<file path="config.mk">
export PLATFORM = sky130hd
export DESIGN_NAME = excl_window_monitor
export DESIGN_NICKNAME = d
export VERILOG_FILES = /design/src/rtl/excl_mon_pkg.sv /design/src/rtl/excl_mon_chan.sv /design/src/rtl/excl_window_monitor.sv
export SDC_FILE = /design/constraint.sdc
export NUM_CORES = 1
export LEC_CHECK = 0
export ABC_AREA = 1
export BUFFER_PORTS_ARGS = -buffer_cell sky130_fd_sc_hd__buf_4
export CORE_MARGIN = 2
export CORE_UTILIZATION = 60
export DETAILED_ROUTE_END_ITERATION = 16
export PLACE_DENSITY = 0.85
export RECOVER_POWER = 50
export SYNTH_ARGS = -nofsm -noshare
export SYNTH_HDL_FRONTEND = slang
export SYNTH_SLANG_ARGS = --single-unit
export TNS_END_PERCENT = 1
</file>
<file path="constraint.sdc">
create_clock -name clk -period 2.4 [get_ports clk]
set_input_delay 0 -clock clk [delete_from_list [all_inputs] [get_ports clk]]
set_output_delay 0 -clock clk [all_outputs]
set_load 0.05 [all_outputs]
</file>
<file path="src/rtl/excl_mon_pkg.sv">
// excl_mon_pkg: shared definitions for the exclusion-window monitor.
//   excl_state_e   : per-channel checker state (IDLE, GRACE, ARMED, TRIPPED)
//   GRACE_W        : width of the per-channel grace counter
//   lowest_set_idx : index of the lowest set bit, used for first-offender priority
package excl_mon_pkg;

    localparam int unsigned GRACE_W = 8;

    typedef enum logic [1:0] {
        ST_IDLE,
        ST_GRACE,
        ST_ARMED,
        ST_TRIPPED
    } excl_state_e;

    function automatic logic [4:0] lowest_set_idx(input logic [31:0] vec);
        logic [4:0] idx;
        logic       found;
        idx   = '0;
        found = 1'b0;
        for (int unsigned i = 0; i < 32; i++) begin
            if (vec[i] && !found) begin
                idx   = 5'(i);
                found = 1'b1;
            end
        end
        return idx;
    endfunction

endpackage

</file>
<file path="src/rtl/excl_mon_chan.sv">
// excl_mon_chan: one guard/event channel of the exclusion-window monitor.
// FSM with grace counter; reports at most one violation per guard episode.
// Optional saturating violation counter built when EXCL_MON_COUNT_EN is defined.
// Ports:
//   clk, reset_n   : clock, asynchronous active-low reset
//   mon_en         : low forces IDLE and suppresses violations
//   clr            : synchronous clear of the violation counter
//   guard, event_i : channel guard and event
//   viol_o         : combinational violation detected at this edge
//   viol_pulse_o   : registered one-cycle violation strobe
//   cnt_o          : saturating violation count (0 when counters not built)
module excl_mon_chan
    import excl_mon_pkg::*;
#(
    parameter int unsigned GRACE_CYCLES = 0,
    parameter int unsigned CNT_W        = 8
) (
    input  logic             clk,
    input  logic             reset_n,
    input  logic             mon_en,
    input  logic             clr,
    input  logic             guard,
    input  logic             event_i,
    output logic             viol_o,
    output logic             viol_pulse_o,
    output logic [CNT_W-1:0] cnt_o
);

    localparam bit HAS_GRACE = (GRACE_CYCLES > 0);
    localparam logic [GRACE_W-1:0] GRACE_LOAD =
        HAS_GRACE ? GRACE_W'(GRACE_CYCLES - 1) : '0;

    excl_state_e        state_q, state_d;
    logic [GRACE_W-1:0] grace_q, grace_d;
    logic               viol_d;
    logic               pulse_q;

    // Guard-high edges ignored are the rising edge plus GRACE_CYCLES-1 more,
    // so GRACE hands over to ARMED on the edge where the counter would reach 0.
    always_comb begin
        state_d = state_q;
        grace_d = grace_q;
        viol_d  = 1'b0;
        if (!mon_en) begin
            state_d = ST_IDLE;
        end else begin
            case (state_q)
                ST_IDLE: begin
                    if (guard) begin
                        if (!HAS_GRACE) begin
                            if (event_i) begin
                                viol_d  = 1'b1;
                                state_d = ST_TRIPPED;
                            end else begin
                                state_d = ST_ARMED;
                            end
                        end else if (GRACE_LOAD == '0) begin
                            state_d = ST_ARMED;
                        end else begin
                            state_d = ST_GRACE;
                            grace_d = GRACE_LOAD;
                        end
                    end
                end
                ST_GRACE: begin
                    if (!guard) begin
                        state_d = ST_IDLE;
                    end else begin
                        grace_d = grace_q - GRACE_W'(1);
                        if (grace_q == GRACE_W'(1)) begin
                            state_d = ST_ARMED;
                        end
                    end
                end
                ST_ARMED: begin
                    if (!guard) begin
                        state_d = ST_IDLE;
                    end else if (event_i) begin
                        viol_d  = 1'b1;
                        state_d = ST_TRIPPED;
                    end
                end
                ST_TRIPPED: begin
                    if (!guard) begin
                        state_d = ST_IDLE;
                    end
                end
                default: state_d = ST_IDLE;
            endcase
        end
    end

    always_ff @(posedge clk or negedge reset_n) begin
        if (!reset_n) begin
            state_q <= ST_IDLE;
            grace_q <= '0;
            pulse_q <= 1'b0;
        end else begin
            state_q <= state_d;
            grace_q <= grace_d;
            pulse_q <= viol_d;
        end
    end

    assign viol_o       = viol_d;
    assign viol_pulse_o = pulse_q;

`ifdef EXCL_MON_COUNT_EN
    logic [CNT_W-1:0] cnt_q, cnt_d;

    // Clear first, then count the violation of the same edge.
    always_comb begin
        cnt_d = clr ? '0 : cnt_q;
        if (viol_d && (cnt_d != '1)) begin
            cnt_d = cnt_d + CNT_W'(1);
        end
    end

    always_ff @(posedge clk or negedge reset_n) begin
        if (!reset_n) begin
            cnt_q <= '0;
        end else begin
            cnt_q <= cnt_d;
        end
    end

    assign cnt_o = cnt_q;
`else
    logic unused_clr;
    assign unused_clr = clr;
    assign cnt_o      = '0;
`endif

endmodule

</file>
<file path="src/rtl/excl_window_monitor.sv">
// excl_window_monitor: multi-channel run-time checker for "while guard[i] is
// high, event_i[i] must stay low", with grace window, sticky flags, optional
// per-channel saturating counters (EXCL_MON_COUNT_EN) and first-offender capture.
// Ports:
//   clk, reset_n : clock, asynchronous active-low reset
//   mon_en       : monitor enable
//   clr          : synchronous clear of sticky flags, counters, first capture
//   guard        : per-channel guard
//   event_i      : per-channel event
//   viol_pulse   : one-cycle violation strobe per channel
//   viol_sticky  : sticky violation flag per channel
//   viol_cnt     : packed counters, channel 0 in LSBs (0 without EXCL_MON_COUNT_EN)
//   first_vld    : first violation captured
//   first_ch     : index of first violating channel (lowest index on ties)
//   irq          : OR of viol_sticky
module excl_window_monitor
    import excl_mon_pkg::*;
#(
    parameter  int unsigned NUM_CH       = 4,
    parameter  int unsigned GRACE_CYCLES = 0,
    parameter  int unsigned CNT_W        = 8,
    localparam int unsigned CH_W         = (NUM_CH > 1) ? $clog2(NUM_CH) : 1
) (
    input  logic                    clk,
    input  logic                    reset_n,
    input  logic                    mon_en,
    input  logic                    clr,
    input  logic [NUM_CH-1:0]       guard,
    input  logic [NUM_CH-1:0]       event_i,
    output logic [NUM_CH-1:0]       viol_pulse,
    output logic [NUM_CH-1:0]       viol_sticky,
    output logic [NUM_CH*CNT_W-1:0] viol_cnt,
    output logic                    first_vld,
    output logic [CH_W-1:0]         first_ch,
    output logic                    irq
);

    logic [NUM_CH-1:0] viol;
    logic [NUM_CH-1:0] sticky_q, sticky_d;
    logic              first_vld_q, first_vld_d;
    logic [CH_W-1:0]   first_ch_q, first_ch_d;

    for (genvar i = 0; i < NUM_CH; i++) begin : g_chan
        excl_mon_chan #(
            .GRACE_CYCLES (GRACE_CYCLES),
            .CNT_W        (CNT_W)
        ) u_chan (
            .clk          (clk),
            .reset_n      (reset_n),
            .mon_en       (mon_en),
            .clr          (clr),
            .guard        (guard[i]),
            .event_i      (event_i[i]),
            .viol_o       (viol[i]),
            .viol_pulse_o (viol_pulse[i]),
            .cnt_o        (viol_cnt[i*CNT_W +: CNT_W])
        );
    end

    // Clear is applied before recording violations of the same edge.
    always_comb begin
        sticky_d    = (clr ? '0 : sticky_q) | viol;
        first_vld_d = clr ? 1'b0 : first_vld_q;
        first_ch_d  = clr ? '0 : first_ch_q;
        if (!first_vld_d && (|viol)) begin
            first_vld_d = 1'b1;
            first_ch_d  = CH_W'(lowest_set_idx(32'(viol)));
        end
    end

    always_ff @(posedge clk or negedge reset_n) begin
        if (!reset_n) begin
            sticky_q    <= '0;
            first_vld_q <= 1'b0;
            first_ch_q  <= '0;
        end else begin
            sticky_q    <= sticky_d;
            first_vld_q <= first_vld_d;
            first_ch_q  <= first_ch_d;
        end
    end

    assign viol_sticky = sticky_q;
    assign first_vld   = first_vld_q;
    assign first_ch    = first_ch_q;
    assign irq         = |sticky_q;

endmodule
</file>
### Word-level counts from Yosys, hierarchy flattened

Index checks and enable logic that the tools add are counted.

| cells by class | value |
|---|---|
| add/subtract/negate cells | 4 |
| $mul | 0 |
| div/mod/pow operators | 0 |
| $lt $le $gt $ge | 0 |
| eq/ne operators | 32 |
| shifts and indexed selects | 0 |
| muxes and demuxes | 66 |
| bitwise gates (word level) | 1 |
| reductions and logical operators | 27 |

Operator list:

| operator | count |
|---|---|
| two-way mux 2 bit | 32 |
| equality test 8 x 1 -> 1 bit, second input constant | 4 |
| one-hot mux 2 bit (4 select lines) | 4 |
| subtractor 8 x 1 -> 8 bit, second input constant | 4 |
| two-way mux 1 bit | 29 |
| != test 3 bit, second input constant | 8 |
| equality test 2 bit, second input constant | 8 |
| != test 4 x 3 -> 1 bit, second input constant | 4 |
| != test 4 bit, second input constant | 4 |
| AND reduction 4 bit | 4 |
| AND reduction 3 bit | 4 |
| equality test 2 x 1 -> 1 bit, second input constant | 4 |
| logical NOT 2 bit | 4 |
| OR reduction 2 bit | 4 |
| OR reduction 4 bit | 2 |
| logical AND 1 bit | 4 |
| logical NOT 1 bit | 4 |
| two-way mux 4 bit | 1 |
| bitwise OR 4 bit | 1 |
| nonzero test 2 bit | 1 |

| storage, ports and cells | value |
|---|---|
| register bits after elaboration | 51 |
| bits in latches | 0 |
| bits in writable memories | 0 |
| memory bits (read-only) | 0 |
| bits of input ports | 12 |
| output and inout bits | 44 |
| word-level logic and storage cells | 145 |
| memories | 0 |

### Longest topological paths before layout

Gate-level depths: netlist of the first run.

| depth | value |
|---|---|
| word-level depth | 19 |
| gate-level depth with buffers | 9 |
| gate-level depth less buffers | 9 |

### Hierarchy

From an unflattened synthesis of the first run, not the netlist that was laid out.

| unflattened totals | value |
|---|---|
| cells, all modules | 384 |
| area, all modules | 3,078.0 um^2 |

By module, submodules not included:

| module | instances | cells an instance | area each (um^2) | seq. area each (um^2) |
|---|---|---|---|---|
| excl_mon_chan (g_chan[0].u_chan ...) | 3 | 89 | 694.4 | 275.3 |
| excl_mon_chan (g_chan[3].u_chan) | 1 | 86 | 681.9 | 275.3 |
| excl_window_monitor | 1 | 31 | 312.8 | 175.2 |

### Worst setup path before layout of the first run

Ideal clock, no wire load.

| timing | value |
|---|---|
| kind | reg-to-reg |
| start | register g_chan[1].u_chan.grace_q[1] |
| end | register g_chan[1].u_chan.state_q[1] |
| library setup time | 117 ps |
| data arrival time | 1,041 ps |
| data required time | 2,283 ps |
| slack | 1,242 ps |
| cell stages (with the launch flop) | 9 |
| buffers on the path | 0 |
| clock period less this slack | 1,158 ps |
| cells stage by stage | dfrtp_1 -> inv_1 -> ha_1 -> nor3b_1 -> nand3_1 -> nand2_1 -> nand2_1 -> nand2_1 -> nand2_1 |

| on the way | value |
|---|---|
| longest elaborated chain between the ends | 3 |

RTL lines:

| element | RTL line | source |
|---|---|---|
| start, declared | excl_mon_chan.sv:34 | `logic [GRACE_W-1:0] grace_q, grace_d;` |
| start signal, assigned | excl_mon_chan.sv:100 | `grace_q <= grace_d;` |
| equality test 8 x 1 -> 1 bit | excl_mon_chan.sv:70 | `if (grace_q == GRACE_W'(1)) begin` |
| != test 4 x 3 -> 1 bit (no line) | n/a |  |
| AND reduction 4 bit (no line) | n/a |  |
| end signal, assigned | excl_mon_chan.sv:99 | `state_q <= state_d;` |
| end, declared | excl_mon_chan.sv:33 | `excl_state_e state_q, state_d;` |

No other way between the ends.
A chain may end at the register's enable or synchronous reset.

### Worst setup path in the final report of the first run

| timing | value |
|---|---|
| start | input event_i[2] |
| end | register first_ch_q[1], in the netlist first_ch[1] |

| on the way | value |
|---|---|
| longest elaborated chain between the ends | 11 |
| elaborated cells on any way between the ends | 15 |
| those cells by class | mux (9); reduce/logical (6) |

RTL lines:

| element | RTL line | source |
|---|---|---|
| start, declared | excl_window_monitor.sv:29 | `input logic [NUM_CH-1:0] event_i,` |
| two-way mux 1 bit * | excl_mon_chan.sv:51, excl_mon_chan.sv:78 |  |
| two-way mux 1 bit * | excl_mon_chan.sv:76 | `if (!guard) begin` |
| two-way mux 1 bit * | n/a |  |
| two-way mux 1 bit * | excl_mon_chan.sv:44 | `if (!mon_en) begin` |
| named net g_chan[2].u_chan.viol_o | excl_mon_chan.sv:24 | `output logic viol_o,` |
| logical AND 1 bit | excl_mon_pkg.sv:22 | `if (vec[i] && !found) begin` |
| two-way mux 1 bit | excl_mon_pkg.sv:22 |  |
| two-way mux 1 bit | excl_window_monitor.sv:65 | `if (!first_vld_d && (\|viol)) begin` |
| logical NOT 1 bit | excl_mon_pkg.sv:22 |  |
| logical AND 1 bit | excl_mon_pkg.sv:22 |  |
| two-way mux 2 bit | excl_mon_pkg.sv:22 |  |
| two-way mux 2 bit | excl_window_monitor.sv:65 |  |
| end signal, assigned | excl_window_monitor.sv:79 | `first_ch_q <= first_ch_d;` |
| end, declared | excl_window_monitor.sv:41 | `logic [CH_W-1:0] first_ch_q, first_ch_d;` |

Mark *: on every way through the listed nets, which the timed path passes. The rest lies on a longest branch. The select of a mux whose other input is x is not followed.

==> results_dict.tcl, run 1 <==
set metrics [dict create \
    status "finished clean" \
    ys_ff_latch 51 \
    coreArea_um2 4755 \
    worstPathRequired_ns 2.65 \
    relSlewSlack 0.1737 \
    cts_sinks 51 \
    cp_max_fo 3 \
    fp.dieArea_um2 5532 \
    synth_top_area_frac 0.4295 \
    synth_cells 360 \
    fp.dieH_um 74.38 \
    io_buffers 23 \
    rsz0062_at_grt "no" \
    antenna_cells 0 \
    ys_types 27 \
    cts_hold_buf 9 \
    critical_path_class "input port to register" \
    grt_usage 0.2043 \
    pwr_density_cell_nw_per_um2 803.7 \
    ys_async_sr_fraction 1.000 \
    hpwl_um 3793 \
    finalSetupViolCount 0 \
    crit_path_cell_trace "dlygate4sd3_1 > buf_4 > nand2_1 > dlygate4sd3_1 > nor2_1 > nor2_1 > nand2_1 > nand2_1 > nand3_1 > nand2_1" \
    placed_cell_area_um2 3063 \
    syn2layout_area_growth_pct 8.253 \
    synth-seq-area-share 0.4295 \
    max_stage_delay_ns 0.54 \
    wirelength_um 5216 \
    dr.pass1.iters 4 \
    synth_common_cells "77 x nand2_1, 51 x dfrtp_1, 49 x inv_1" \
    grt_max_degree 52 \
    nFillCells 369 \
    syn_avg_cell_area_um2 8.254 \
    cts_tree "built" \
    cpMostUsedCell "nand2_1" \
    antenna_found_initial 0 \
    drive_gt1_frac 0.1244 \
    power_mw 2.585 \
    synthMostInstantiatedCell "nand2_1" \
    ys.flop_type "dfrtp_1" \
    cp_slowest_cell "dlygate4sd3_1" \
    hold_viol 0 \
    synth_top_area_cell "dfrtp_1" \
    p_leak_nw 1.761 \
    fmax_mhz 617.2 \
    drt_iter0_drc 123 \
    cts_root_buffer "clkbuf_8" \
    ir_drop_v 0.0003683 \
    grt_pass1_vias 2128 \
    cts_buffer_depth 2 \
    wl_per_cell_um 11.31 \
    drv_slew 0 \
    max-cap-violations 0 \
    critPathCaptureType "register" \
    yosysWarnings 0 \
    clock_latency_ns 0.31 \
    fin_crit_sh 0.6751 \
    cp-start-kind "input port" \
    synth.top_cells.by_area "dfrtp_1 43%, nand2_1 9.7%, buf_4 9.1%" \
    ios 56 \
    overflow 0 \
    antenna_left 0 \
    fin_area_um2 3217 \
    fp.dieW_um 74.38 \
    fin_tns_setup_ns 0 \
    cts-resized-gates 0 \
    worstMarginPinSlew_ns 1.240 \
    layout_min_cycle_time_ns 1.620 \
    nets 413 \
    gp_congestion 0.8246 \
    cts_setup_buffers 0 \
    cp.arrival_ns 1.87 \
    rrSetupSlack_ns 1.01 \
    synth_edf_count 0 \
    rows 25 \
    skew_ns 0.01390 \
    grt_pass1_wl_um 8749 \
    drc 0 \
    clkTransAtPathRegs_ns 0.09 \
    cts.htree.levels 2 \
    min_path_type "input port to register" \
    vias 2217 \
    start_util 0.6250 \
    cts_buffers 5 \
    syn_area_um2 2972 \
    viasPerCell 4.809 \
]
layout make-up:
class	count	area [um2]	share of cell area
multi-input combinational	249	1328	0.4127
sequential	51	1276	0.3967
timing repair buffer	32	237.7	0.07390
inverter	54	202.7	0.06301
tap	67	83.83	0.02606
clock buffer	5	68.82	0.02139
clock inverter	3	20.02	0.006223
cell families after synthesis:
logic type,Yosys count,share of synthesized area
xor+xnor,22,0.06484
buf+inv,91,0.1629
fa+ha+maj,8,0.03369
other cells,1,0.001262
flops,51,0.4295
compound gates,18,0.03284
simple gates,169,0.2750
flip-flops by register name (all words and copies together) (netlist names):
signal / count
viol_sticky: 4
g_chan.u_chan.state_q: 8
g_chan.u_chan.viol_pulse_o: 4
first_ch: 2
first_vld: 1
g_chan.u_chan.grace_q: 32
worst max-delay path: cells and delay by family:
family,cells,cell delay (ns)
buf+inv,3,1.23
simple gates,7,0.64
report_power, final:
group / internal, mW / switching [mW] / total, mW / leakage, nW
registers: 1.04 / 0.154 / 1.20 / 0.641
clock network: 0.203 / 0.295 / 0.498 / 0.0402
logic: 0.270 / 0.620 / 0.890 / 1.08
layer usage:
layer | GRT usage | vias to the layer above | part of all wire
met5 | 0 | - | 0
met4 | 0.09325 | 0 | 0.014
met3 | 0.04607 | 7 | 0.059
met2 | 0.3392 | 75 | 0.48
met1 | 0.2551 | 1030 | 0.44
li1 | - | 1105 | -
path summary, 6_finish.rpt:
check / start / to / cells after the start
max: event_i[2] / first_ch[1] / 10
min: guard[0] / g_chan[0].u_chan.viol_pulse_o / 3
max reg2reg: g_chan[3].u_chan.state_q[0] / g_chan[3].u_chan.viol_pulse_o / 4
min reg2reg: g_chan[2].u_chan.grace_q[7] / g_chan[2].u_chan.grace_q[7] / 1
max in group asynchronous: reset_n / g_chan[1].u_chan.grace_q[6] / 2
min in group asynchronous: reset_n / g_chan[0].u_chan.state_q[0] / 2
placed cells by master, fill, tap and decap left out, types with 8 or more instances in the layout:
cell           Yosys  final
nand2_1           77     77
xor2_1            19     19
buf_4             36     16
dfrtp_1           51     51
nand4_1           12     12
inv_1             49     49
o21ai_1            8      8
dlygate4sd3_1      0      9
nor2_1            35     35
conb_1             1     32
ha_1               8      8
nor2_2             8      8
nand3_1           20     20
through the flow:
| stage | setup WS (ns) | hold slack (ns) | util | cells |
|---|---|---|---|---|
| after CTS | 0.8085 | 0.03288 | 0.6818 | 461 |
| after global routing | 0.6451 | 0.04312 | 0.6766 | 461 |
| after detailed placement | 1.116 | 0.06663 | 0.6442 | 444 |
| final | 0.7798 | 0.03774 | 0.6766 | 461 |
| after floorplan | 1.242 | -0.2956 | - | 391 |
| after global placement | 1.181 | 0.06772 | 0.6442 | 444 |
Power figures use the tool's default switching activity.
==> inputs of run 2 (changes only) <==
- ABC_AREA: 1 -> 0
- CORE_UTILIZATION: 60 -> 49
- PLACE_DENSITY: 0.85 -> 0.76
- clock period: 2.4 -> 1.45 ns (I/O delays scaled with it)
==> run 2 against run 1 <==
Compared with the run above:
- cell count is 24% lower
- setup slack lost 0.78 ns
- core utilization down 10 points
- clock-buffer cell count up 1
- non-clock buffer count rose by 7
- first-iteration DRC count up 4.1%
- sequential share of layout area is 3.4 points higher
- register-to-register slack lost 1.0 ns
- synthesized cell count down 32%
- global-route usage decreased by 5.4 points
- critical path type is now register to register
==> results_dict.tcl, run 2 <==
set metrics [dict create \
    status "finished clean" \
    layout_common_cells "51 x dfrtp_1, 32 x conb_1, 28 x buf_4, 22 x xnor2_1, 19 x inv_1" \
    io_buffers 23 \
    dpl.cell_count 338 \
    yosysWarnings 0 \
    clkTransAtPathRegs_ns 0.09 \
    cts_root_buffer "clkbuf_8" \
    overflow 0 \
    reg.largest.list "g_chan.u_chan.grace_q (32), g_chan.u_chan.state_q (8)" \
    min_path_type "input port to register" \
    instances_no_fill 352 \
    hold_viol 0 \
    relSlewSlack 0.2791 \
    ir_drop_v 0.0006144 \
    wl_per_cell_um 12.43 \
    synth-seq-area-share 0.4850 \
    cts.htree.levels 2 \
    grt_pass1_vias 1626 \
    gp_congestion 0.7630 \
    fp.dieH_um 77.28 \
    fin_crit_sh 0.9969 \
    placed_cell_area_um2 2789 \
    cp-start-kind "register" \
    holdPathStages 3 \
    r2r_end "g_chan[0].u_chan.grace_q[7]" \
    rsz0062_at_grt "yes" \
    r2r_cells 3 \
    rrSetupSlack_ns 0.005 \
    ios 56 \
    regMostFlops "g_chan.u_chan.grace_q" \
    final_common_cell "dfrtp_1" \
    antenna_cells 0 \
    min_from "mon_en" \
    ff_latch_area_um2 1276 \
    syn_avg_cell_area_um2 10.74 \
    drive_gt1_frac 0.1773 \
    hpwl_um 3212 \
    nFillCells 460 \
    startpoint "g_chan[0].u_chan.grace_q[3]" \
    critical_path_class "register to register" \
    syn2layout_area_growth_pct 12.55 \
    ys_async_sr_fraction 1.000 \
    drc 0 \
    cp_max_fo 3 \
    synthMostInstantiatedCell "dfrtp_1" \
    coreArea_um2 5140 \
    wirelength_um 4376 \
    pwr_density_cell_nw_per_um2 1656 \
    cp.arrival_ns 1.68 \
    hold_end "g_chan[3].u_chan.state_q[1]" \
    critPathCaptureType "register" \
    antenna_found_initial 0 \
    ys_ff_latch 51 \
    power_frac_seq 0.456 \
    pwr-share-clk 0.176 \
    cts_sinks 51 \
    r2r_start "g_chan[0].u_chan.grace_q[3]" \
    intPower_mw 3.026 \
    clock_latency_ns 0.30 \
    layout_min_cycle_time_ns 1.445 \
    multiInputGateArea_um2 1122 \
    viasPerCell 4.915 \
    ys.flop_type "dfrtp_1" \
    synth_top_area_frac 0.4850 \
    dr.pass1.iters 4 \
    grt_usage 0.1505 \
    grt_max_degree 52 \
    fmax_mhz 691.8 \
    drv_slew 0 \
    p_leak_nw 1.417 \
    rows 26 \
    switching_share 0.3831 \
    synth_top_area_cell "dfrtp_1" \
    antenna_left 0 \
    worstMarginPinSlew_ns 1.081 \
    power_switching_mw 1.879 \
    grt_pass1_wl_um 7169 \
    cts_buffer_depth 2 \
    skew_ns 0.007786 \
    start_util 0.5119 \
    nets 301 \
    max-cap-violations 0 \
    fp.dieW_um 77.28 \
    synth.top_cells.by_area "dfrtp_1 49%, buf_4 11%, xnor2_1 7.3%" \
    largest_register_ffs 32 \
    cts_setup_buffers 0 \
    synth_common_cells "51 x dfrtp_1, 37 x buf_4, 22 x xnor2_1" \
    cts_buffers 5 \
    syn_area_um2 2631 \
    ys_types 35 \
    cts_tree "built" \
    fp.dieArea_um2 5972 \
    synth_edf_count 0 \
    vias 1730 \
    finalSetupViolCount 0 \
    combPwrFrac 0.367 \
    worstPathRequired_ns 1.68 \
    fin_area_um2 2962 \
    synth_cells 245 \
    drt_iter0_drc 128 \
]
==> run 2: cell types whose count changed in the layout (fill, tap and decap cells not counted), sizes merged, moves of 11 or more <==
cell / before / now
nand2: 82 / 14
nor2: 47 / 7
inv: 54 / 23
xnor2: 3 / 22
buf: 16 / 29
xor2: 19 / 6
nand3: 21 / 9
nand4: 13 / 2
nand4b: 0 / 11
==> run 2: stage by stage <==
stage / TNS [ns] / util / setup WS (ns) / hold slack [ns] / total power [mW]
after floorplan: 0 / - / 0.01240 / -0.2956 / 3.495
after global placement: 0 / 0.5426 / 0.02310 / 0.06107 / 3.909
after detailed placement: -0.03910 / 0.5426 / -0.01988 / 0.06403 / 3.978
after CTS: -0.001477 / 0.5752 / -0.001290 / 0.02610 / 4.893
after global routing: -0.05643 / 0.5762 / -0.04805 / 0.03564 / 5.229
final: 0 / 0.5762 / 0.004545 / 0.03388 / 4.905
==> run 2: critical path, cell delays in order (launching register included) <==
cell and delay [ns]:
dfrtp_1 0.38, or4_4 0.59, nor4b_4 0.25, xor2_1 0.17
==> run 2: final cells by class <==
| type | count | share of cell area |
|---|---|---|
| clock buffer | 6 | 0.02788 |
| clock inverter | 2 | 0.005492 |
| inverter | 23 | 0.02915 |
| multi-input combinational | 161 | 0.3790 |
| sequential | 51 | 0.4309 |
| tap | 70 | 0.02957 |
| timing repair buffer | 39 | 0.09801 |
==> run 2: cells by family (layout without fill, tap and decap cells) <==
kind of cell	Yosys count	in the layout	share of synthesized area
simple gates	71	71	0.1840
buf+inv	64	70	0.1446
flops	51	51	0.4850
xor+xnor	28	28	0.09320
compound gates	22	22	0.05373
fa+ha+maj	8	8	0.03804
other cells	1	32	0.001425
==> run 2: worst max path at each step <==
stage,to,slack [ns],cells after the start
floorplan,g_chan[0].u_chan.state_q[1],0.01,3
global placement,g_chan[0].u_chan.state_q[0],0.02,3
detailed placement,g_chan[0].u_chan.state_q[0],-0.02,3
CTS,g_chan[0].u_chan.grace_q[7],-0.001,3
global route,g_chan[0].u_chan.grace_q[7],-0.05,3
finish,g_chan[0].u_chan.grace_q[7],0.005,3
==> run 2: power by group through the flow <==
stage | clock network, mW | registers (mW) | logic (mW)
floorplan | 0 | 2.29 | 1.21
global placement | 0 | 2.22 | 1.69
detailed placement | 0 | 2.24 | 1.74
CTS | 0.887 | 2.23 | 1.78
global route | 0.935 | 2.30 | 1.99
finish | 0.865 | 2.24 | 1.80
==> run 2: timing repair <==
action | CTS | global route
endpoints found under the hold margin | 62 | 0
hold buffers | 6 | 0
setup endpoints to repair | 2 | 5
pin swaps | 0 | 1
resized for setup | 1 | 6
==> run 2: per-layer routing <==
metal  up-vias  track usage  share of wire
met1       843       0.2026           0.47
met4         0      0.04286          0.011
met3         4      0.03412          0.049
met2        49       0.2443           0.47
li1        834            -              -
met5         -            0              0
==> inputs of run 3 (changes only) <==
- CELL_PAD_IN_SITES_DETAIL_PLACEMENT: unset -> 1
- CELL_PAD_IN_SITES_GLOBAL_PLACEMENT: unset -> 2
- CORE_UTILIZATION: 49 -> 31
- PLACE_DENSITY: 0.76 -> unset
- PLACE_DENSITY_LB_ADDON: unset -> 0.1
==> run 3 against run 2 <==
Compared with the run above:
- non-clock buffer count rose by 5
- final area rose by 2.4%
- critical path depth rose by 2
- critical path type unchanged
- critical endpoint is now g_chan[0].u_chan.grace_q[4]
- highest routed layer unchanged
==> results_dict.tcl, run 3 (synthesized netlist as in run 2, its figures left out) <==
set metrics [dict create \
    rrSetupSlack_ns 0.02 \
    rsz0062_at_grt "yes" \
    skew_ns 0.006134 \
    fin_tns_setup_ns 0 \
    status "finished clean" \
    antenna_found_initial 0 \
    drive_gt1_frac 0.1847 \
    viasPerCell 4.449 \
    grt_pass1_wl_um 8583 \
    cts_buffers 5 \
    nFillCells 930 \
    finalSetupViolCount 0 \
    p_leak_nw 1.444 \
    nets 306 \
    cp.arrival_ns 1.64 \
    intPower_mw 3.169 \
    start_util 0.3202 \
    layout_min_cycle_time_ns 1.432 \
    hold_viol 0 \
    drt_iter0_drc 16 \
    r2r_end "g_chan[0].u_chan.grace_q[4]" \
    r2r_start "g_chan[0].u_chan.grace_q[0]" \
    wirelength_um 5086 \
    antenna_left 0 \
    grt_usage 0.1234 \
    cp_slowest_cell "or4_1" \
    critical_path_class "register to register" \
    final_util 0.3691 \
    pwr_density_cell_nw_per_um2 1672 \
    ios 56 \
    hpwl_um 3717 \
    final_common_cell "dfrtp_1" \
    min_path_type "input port to register" \
    syn2layout_area_growth_pct 15.26 \
    layout_common_cells "51 x dfrtp_1, 33 x buf_4, 32 x conb_1, 22 x xnor2_1, 19 x inv_1" \
    gp_congestion 0.6967 \
    drv_slew 0 \
    worstMarginPinSlew_ns 0.7175 \
    critPathCaptureType "register" \
    clock_latency_ns 0.31 \
    antenna_cells 0 \
    dr.pass1.iters 4 \
    worstPathRequired_ns 1.65 \
    path_delay_family "simple AND/OR/NAND/NOR gates" \
    cp_max_fo 2 \
    fin_crit_sh 0.9877 \
    relSlewSlack 0.5217 \
    fp.dieArea_um2 9241 \
    max_stage_delay_ns 0.48 \
    cp-start-kind "register" \
    cp.buffers_inverters 2 \
    regMostFlops "g_chan.u_chan.grace_q" \
    fmax_mhz 698.2 \
    cts.htree.levels 2 \
    wl_per_cell_um 12.97 \
    power_mw 5.072 \
    startpoint "g_chan[0].u_chan.grace_q[0]" \
    vias 1744 \
    cts_buffer_depth 2 \
    r2r_cells 5 \
    cts_tree "built" \
    cts_setup_buffers 0 \
    drc 0 \
    combPwrFrac 0.382 \
    ir_drop_v 0.0004606 \
    io_buffers 23 \
    fp.dieH_um 96.13 \
    rows 33 \
    largest_register_ffs 32 \
    critical_path.endpoint "g_chan[0].u_chan.grace_q[4]" \
    fp.dieW_um 96.13 \
    clkTransAtPathRegs_ns 0.09 \
    power_frac_seq 0.438 \
    overflow 0 \
    grt_max_degree 52 \
    reg.largest.list "g_chan.u_chan.grace_q (32), g_chan.u_chan.state_q (8)" \
    grt_pass1_vias 1747 \
    cts_root_buffer "clkbuf_8" \
    max-cap-violations 0 \
    switching_share 0.3753 \
    cp_num_cells 5 \
    power_switching_mw 1.904 \
    pwr-share-clk 0.179 \
    cts_sinks 51 \
    coreArea_um2 8217 \
    crit_path_cell_trace "inv_2 > ha_2 > inv_1 > or4_1 > xnor2_1" \
]
-- run 3: metal layers --
| layer | vias to the layer above | wire (um) | track usage |
|---|---|---|---|
| met3 | 8 | 318 | 0.03054 |
| met2 | 52 | 2106 | 0.1782 |
| met5 | - | 0 | 0 |
| met1 | 837 | 2566 | 0.1756 |
| met4 | 0 | 95 | 0.05000 |
| li1 | 847 | - | - |
-- run 3: metrics by stage --
stage               hold WS, ns  instance area [um2]  cells  setup WS (ns)
floorplan               -0.2956                 2748    276        0.01240
global placement        0.09356                 2870    378     0.00001454
detailed placement      0.08630                 2870    378       -0.01800
CTS                     0.01571                 3039    392      -0.001379
global route            0.03312                 3033    392       -0.04385
finish                  0.02743                 3033    392        0.01780
-- run 3: worst min-delay path, delay by kind of cell --
kind / cells / cell delay [ns]
AO/OA/AOI/OAI: 1 / 0.04
buffers and inverters: 1 / 0.18
AND/OR/NAND/NOR: 1 / 0.08
-- run 3: layout make-up --
class / count / area [um2] / share of cell area
Clock buffer: 8 / 100.1 / 0.03300
Inverter: 23 / 86.33 / 0.02847
Multi-Input combinational cell: 161 / 1109 / 0.3655
Sequential cell: 51 / 1276 / 0.4208
Tap cell: 105 / 131.4 / 0.04332
Timing Repair Buffer: 44 / 330.3 / 0.1089
-- run 3: power groups by stage --
| stage | Clock (mW) | Combinational [mW] | Sequential [mW] |
|---|---|---|---|
| floorplan | 0 | 1.21 | 2.29 |
| global placement | 0 | 1.91 | 2.22 |
| detailed placement | 0 | 1.92 | 2.24 |
| CTS | 0.954 | 1.97 | 2.22 |
| global route | 1.03 | 2.17 | 2.30 |
| finish | 0.910 | 1.94 | 2.22 |
-- run 3: worst min path at each step --
stage	cells past startpoint	from	endpoint
4_1_cts	3	mon_en	g_chan[1].u_chan.state_q[1]
3_5_place_dp	1	reset_n	g_chan[3].u_chan.grace_q[6]
2_1_floorplan	0	reset_n	first_ch[0]
5_1_grt	3	mon_en	g_chan[3].u_chan.state_q[1]
3_3_place_gp	1	reset_n	g_chan[3].u_chan.grace_q[4]
6_report	3	mon_en	g_chan[1].u_chan.state_q[1]
-- run 3: timing repair --
item	in CTS	in global routing
pin swaps	0	1
endpoints found under the setup margin	3	7
hold buffers	6	0
endpoints found under the hold margin	64	0
resized for setup	2	4
